==> src/rtl/pwm_dac_if.sv <==
// Sample/PWM bus between the sine generator side and the PWM DAC.
//
// Handshake: there is no valid/ready pair. The DAC pulses sample_req high for
// exactly one clk at every PWM period boundary. The producer loads its next
// sample on that same edge and holds sample_in steady. The DAC captures
// sample_in only on the following boundary, so sample_in is don't-care
// everywhere else. en is a level enable driven by the master.
interface pwm_dac_if #(
  parameter int WIDTH = 8
);
  logic             en;
  logic [WIDTH-1:0] sample_in;
  logic             sample_req;
  logic             pwm_out;
  logic [WIDTH-1:0] duty_q;

  // Producer / controller side.
  modport master (
    output en,
    output sample_in,
    input  sample_req,
    input  pwm_out,
    input  duty_q
  );

  // PWM DAC side.
  modport slave (
    input  en,
    input  sample_in,
    output sample_req,
    output pwm_out,
    output duty_q
  );
endinterface

==> src/rtl/pwm_dac.sv <==
// PWM DAC: turns an unsigned offset-binary sample into a fixed-period PWM
// waveform and paces the upstream generator with a once-per-period request.
// Duty is only updated at the period boundary, so a period never glitches.
module pwm_dac #(
  parameter int WIDTH    = 8,
  parameter int PRESCALE = 1
) (
  input  logic     clk,
  input  logic     rst,
  pwm_dac_if.slave bus
);

  // Prescaler width; at least one bit so PRESCALE=1 still has a legal vector.
  localparam int PW = (PRESCALE > 1) ? $clog2(PRESCALE) : 1;
  localparam logic [PW-1:0]    PRE_LAST = PW'(PRESCALE - 1);
  localparam logic [WIDTH-1:0] CNT_LAST = '1;

  logic [PW-1:0]    r_pre_cnt;
  logic [WIDTH-1:0] r_pwm_cnt;
  logic [WIDTH-1:0] r_duty_q;
  logic             r_pwm_out;
  logic             r_sample_req;

  logic             w_tick;
  logic             w_wrap;
  logic [PW-1:0]    w_pre_cnt_next;
  logic [WIDTH-1:0] w_pwm_cnt_next;
  logic [WIDTH-1:0] w_duty_next;
  logic             w_pwm_next;

  // Next-state: prescaler, period counter, boundary latch and PWM compare.
  // The compare uses the next count and next duty so the registered output
  // lines up with the registered counter value.
  always_comb begin
    w_tick         = bus.en && (r_pre_cnt == PRE_LAST);
    w_wrap         = w_tick && (r_pwm_cnt == CNT_LAST);
    w_pre_cnt_next = r_pre_cnt;
    w_pwm_cnt_next = r_pwm_cnt;
    w_duty_next    = r_duty_q;
    if (bus.en) begin
      w_pre_cnt_next = w_tick ? '0 : r_pre_cnt + 1'b1;
    end
    if (w_tick) begin
      w_pwm_cnt_next = r_pwm_cnt + 1'b1;
    end
    if (w_wrap) begin
      w_duty_next = bus.sample_in;
    end
    w_pwm_next = bus.en && (w_pwm_cnt_next < w_duty_next);
  end

  // State registers; en=0 holds counters and duty, and forces outputs low.
  always_ff @(posedge clk or posedge rst) begin
    if (rst) begin
      r_pre_cnt    <= '0;
      r_pwm_cnt    <= '0;
      r_duty_q     <= '0;
      r_pwm_out    <= 1'b0;
      r_sample_req <= 1'b0;
    end else begin
      r_pre_cnt    <= w_pre_cnt_next;
      r_pwm_cnt    <= w_pwm_cnt_next;
      r_duty_q     <= w_duty_next;
      r_pwm_out    <= w_pwm_next;
      r_sample_req <= w_wrap;
    end
  end

  assign bus.pwm_out    = r_pwm_out;
  assign bus.sample_req = r_sample_req;
  assign bus.duty_q     = r_duty_q;

endmodule
==> src/flat_wrapper.sv <==
// flat-port wrapper written by rule: the top's interface ports become plain ports
module pwm_dac_flat 
#(
  parameter int WIDTH    = 8,
  parameter int PRESCALE = 1
)
  (clk, rst, bus_en, bus_sample_in, bus_sample_req, bus_pwm_out, bus_duty_q);
  pwm_dac_if #(.WIDTH(WIDTH)) bus_i ();
  input  logic clk;
  input  logic rst;
  input wire logic [$bits(bus_i.en)-1:0] bus_en;
  input wire logic [$bits(bus_i.sample_in)-1:0] bus_sample_in;
  output wire logic [$bits(bus_i.sample_req)-1:0] bus_sample_req;
  output wire logic [$bits(bus_i.pwm_out)-1:0] bus_pwm_out;
  output wire logic [$bits(bus_i.duty_q)-1:0] bus_duty_q;
  assign bus_i.en = bus_en;
  assign bus_i.sample_in = bus_sample_in;
  assign bus_sample_req = bus_i.sample_req;
  assign bus_pwm_out = bus_i.pwm_out;
  assign bus_duty_q = bus_i.duty_q;
  pwm_dac #(.WIDTH(WIDTH), .PRESCALE(PRESCALE)) u_core (.clk(clk), .rst(rst), .bus(bus_i));
endmodule
==> config.mk <==
export PLATFORM = sky130hd
export DESIGN_NAME = pwm_dac_flat
export DESIGN_NICKNAME = d
export VERILOG_FILES = /design/src/rtl/pwm_dac_if.sv /design/src/rtl/pwm_dac.sv /design/src/flat_wrapper.sv
export SDC_FILE = /design/constraint.sdc
export NUM_CORES = 1
export LEC_CHECK = 0
export CELL_PAD_IN_SITES_DETAIL_PLACEMENT = 0
export CELL_PAD_IN_SITES_GLOBAL_PLACEMENT = 1
export CORE_UTILIZATION = 40
export CTS_BUF_LIST = sky130_fd_sc_hd__clkbuf_16
export DETAILED_ROUTE_END_ITERATION = 12
export GPL_TIMING_DRIVEN = 0
export MAX_ROUTING_LAYER = met4
export PLACE_DENSITY = 0.79
export SYNTH_ARGS = -nofsm -noshare
export SYNTH_HDL_FRONTEND = slang
export SYNTH_SLANG_ARGS = --single-unit
==> constraint.sdc <==
create_clock -name clk -period 6.5 [get_ports clk]
set_input_delay 1.95 -clock clk [delete_from_list [all_inputs] [get_ports clk]]
set_output_delay 1.95 -clock clk [all_outputs]
set_load 0.005 [all_outputs]
==> run_results.csv <==
group,metric,value,unit
global_routing,antenna_found_initial,0,
global_routing,grt_start_max_net_pins,20,
sta,grt_setup_unrepaired,"no",
clock_tree,cts_tree,"built",
setup_path,crit_path_arrival_time,4.65,ns
sta,setup_ws,2.018,ns
drt,firstDrtPassIters,4,
clock_tree,cts_buffers,3,
finish,fillers,228,
yosys,post-synth-top-count-cell,"dfrtp_1",
sta,finalSetupViolations,0,
clock_tree,ctsHtreeMaxLevel,1,
clock_tree,post_cts_sizing_count,0,
finish,area.growth.synth_to_final,29.56,%
finish,antennaDiodeCount,0,
setup_path,cp-start-kind,"input port",
yosys,synth_fp_nets,103,
setup_path,endpoint_kind,"register",
clock_tree,insertion_delay,0.25,ns
floorplan,floorplan.die.height,53.75,µm
placement,place_worst_setup_slack,1.790,ns
yosys,fraction_of_synthesized_cell_area_taken_by_the_top_area_cell_type,44.39,%
yosys,yosys_warnings,0,
sta,final.setup_skew,0.001617,ns
drt,post_drt_wl_per_cell,14.26,µm
yosys,netlist.top_cell.by_area,"dfrtp_1",
yosys,synth-seq-area-share,44.39,%
yosys,synth_async_sr_flop_share,100.0,%
finish,final_layout_size_suffix_gt1_share,18.52,%
clock_tree,cts.repair_timing.setup_buffer_count,0,
drt,drt_drc_violations_left,0,
run_status,status,"finished clean",
global_routing,use_met1,20.57,%
yosys,synth.top_cells.by_area,"dfrtp_1, mux2_2, ha_1",
setup_path,critPathMaxFanout,10,
setup_path,cp_cell_sequence,"clkdlybuf4s50_1 > nor2b_2 > buf_4 > nand4_4 > nor2_8 > buf_8 > mux2i_1 > ha_1 > and4_1 > o31a_2 > a31o_1 > a41oi_2",
job,drv_cap,0,
pwr,power_per_cell_area,314.2,nW/µm²
sta,period_share,68.96,%
sta,final.setup.tns,0,ns
finish,fin_nets,128,
yosys,netlist_instances,84,
sta,timing.max_slew.rel_slack,53.64,%
yosys,synth.ff_latch_count,19,
setup_path,crit_type,"in2reg",
min_path,timing.hold.worst.class,"reg2reg",
drt,route.vias.total,706,
yosys,yosys.cell_types.count,29,
setup_path,max_stage_delay,0.52,ns
sta,finalMaxSlewViolations,0,
drt,routed_wirelength,1968,µm
yosys,synth_flop_cell,"dfrtp_1",
setup_path,critical_path.slowest_cell,"clkdlybuf4s50_1",
global_routing,gr-usage-met2,28.60,%
clock_tree,ctsRootBufferMaster,"clkbuf_16",
floorplan,top_level_ports,21,
global_routing,global_route.peak_usage_layer,"met2",
global_routing,met3_usage,2.542,%
clock_tree,post_cts_hold_buffer_count,0,
sta,timing.final.crit_period,4.483,ns
yosys,area_of_the_mapped_netlist,1071,µm²
placement,gp_congestion,0.7562,
pwr,power.ir.vdd_worst,166.9,µV
drt,drt-vias-per-instance,5.116,
yosys,synth_commonest_cells,"dfrtp_1, mux2_2, ha_1, mux2i_1, nand2_1",
clock_tree,clock_sinks,19,
global_routing,grt_pass1_wl,3374,µm
floorplan,placeableCoreArea,2500,µm²
drt,postRouteAntennaNets,0,
setup_path,worstSetupStartpoint,"bus_en",
placement,portBuffers,20,
placement,hpwlAfterDp,1519,µm
global_routing,grt_pass1_vias,774,
clock_tree,max-clock-path-buffers,2,
sta,max_freq,223.1,MHz
floorplan,initial_core_util,42.84,%
yosys,synth.avg_cell_area,12.75,µm²
global_routing,grt_overflow_total,0,
min_path,hold_path.startpoint,"u_core.bus.duty_q[7]$_DFF_PP0_",
setup_path,worst_ep_required_time,6.67,ns
sta,finalHoldViolCount,0,
sta,worst_pin_slew,0.6946,ns
floorplan,design.die.area,2889,µm²
global_routing,grt_util_all_layers,17.28,%
floorplan,die-width,53.75,µm
yosys,number_of_enable_type_register_cells_in_the_synthesized_netlist,0,
clock_tree,worst_setup_hold_path_clk_slew,0.05,ns
pwr,p_leak,0.6218,nW
drt,drt_iter0_markers,2,
floorplan,placementRows,18,
setup_path,r2r-start,"u_core.r_pwm_cnt[0]$_DFF_PP0_",
[power by group]
part	switching [W]	internal, W
clock	0.0000405	0.0000817
sequential	0.0000351	0.000142
combinational	0.0000662	0.0000708
[sequential cells by signal, indices dropped and copies added (netlist names)]
name                   count
u_core.r_pwm_cnt           8
u_core.bus.sample_req      1
u_core.r_pre_cnt           1
u_core.bus.duty_q          8
u_core.bus.pwm_out         1
[layout make-up]
type                       count  area [µm²]  share of cell area [%]
inverter                       3       11.26                  0.8115
clock inverter                 1       3.754                  0.2705
sequential                    19       475.5                   34.27
multi-input combinational     60       561.8                   40.49
buffer                         2       22.52                   1.623
tap                           30       37.54                   2.705
clock buffer                   3       75.07                   5.410
timing repair buffer          20       200.2                   14.43
[metrics by stage]
| stage | area, µm² | instances | utilization (%) | total power, W | hold WS [ns] |
|---|---|---|---|---|---|
| 3_5_place_dp | 1309 | 134 | 52.35 | 0.0003158 | 0.5216 |
| 6_report | 1388 | 138 | 55.51 | 0.0004359 | 0.5301 |
| 2_1_floorplan | 1071 | 84 | - | 0.0002767 | 0.4968 |
| 4_1_cts | 1388 | 138 | 55.51 | 0.0004419 | 0.5335 |
| 5_1_grt | 1388 | 138 | 55.51 | 0.0004724 | 0.5578 |
| 3_3_place_gp | 1309 | 134 | 52.35 | 0.0003101 | 0.5100 |
[path summary, 6_finish.rpt]
path	to	slack [ns]	cells past startpoint
worst max register to register	u_core.bus.pwm_out$_DFF_PP0_	3.79	10
worst min register to register	u_core.bus.duty_q[7]$_DFF_PP0_	0.53	1
min in group asynchronous	u_core.bus.sample_req$_DFF_PP0_	2.11	2
worst max-delay path	u_core.bus.pwm_out$_DFF_PP0_	2.02	12
max in group asynchronous	u_core.r_pwm_cnt[0]$_DFF_PP0_	3.95	2
worst min-delay path	u_core.bus.duty_q[7]$_DFF_PP0_	0.53	1
[logic make-up after synthesis]
family          Yosys count  share of synthesized area [%]
simple gates             21                          15.19
flops                    19                          44.39
mux                      16                          16.01
compound gates            8                          6.192
fa+ha+maj                 8                          9.346
xor+xnor                  7                          5.724
buf+inv                   5                          3.154
[metal layers]
layer / wire length [µm] / up-vias
met5: 0 / -
met1: 896 / 331
met2: 997 / 13
met4: 25 / 0
li1: - / 358
met3: 48 / 4
[layout by cell type (no fill, tap or decap)]
cell type / count
xnor2_1: 3
nand2_1: 5
nand3_1: 3
a21oi_1: 2
a21o_1: 1
mux2i_1: 7
and4_1: 1
nor3_1: 2
nor2_1: 1
clkbuf_16: 3
nand4_4: 2
nor2b_1: 1
dfrtp_1: 19
o2111ai_1: 1
o21ai_0: 1
o31a_2: 1
inv_1: 4
nor2b_2: 1
nand4_1: 1
or3_1: 1
buf_4: 1
nand4b_1: 1
nand3b_1: 1
a41oi_2: 1
clkdlybuf4s50_1: 20
xor2_1: 4
a31o_1: 1
mux2_2: 9
ha_1: 8
buf_8: 1
nor2_8: 1
[worst max-delay path: cells and delay by family]
family / cells / cell delay (ns)
muxes: 1 / 0.27
and+or+nand+nor: 4 / 0.73
AOI/OAI and AO/OA: 3 / 0.53
buffers and inverters: 3 / 0.86
adders and majority gates: 1 / 0.30
Note: power is estimated with default switching activity, not from simulation.
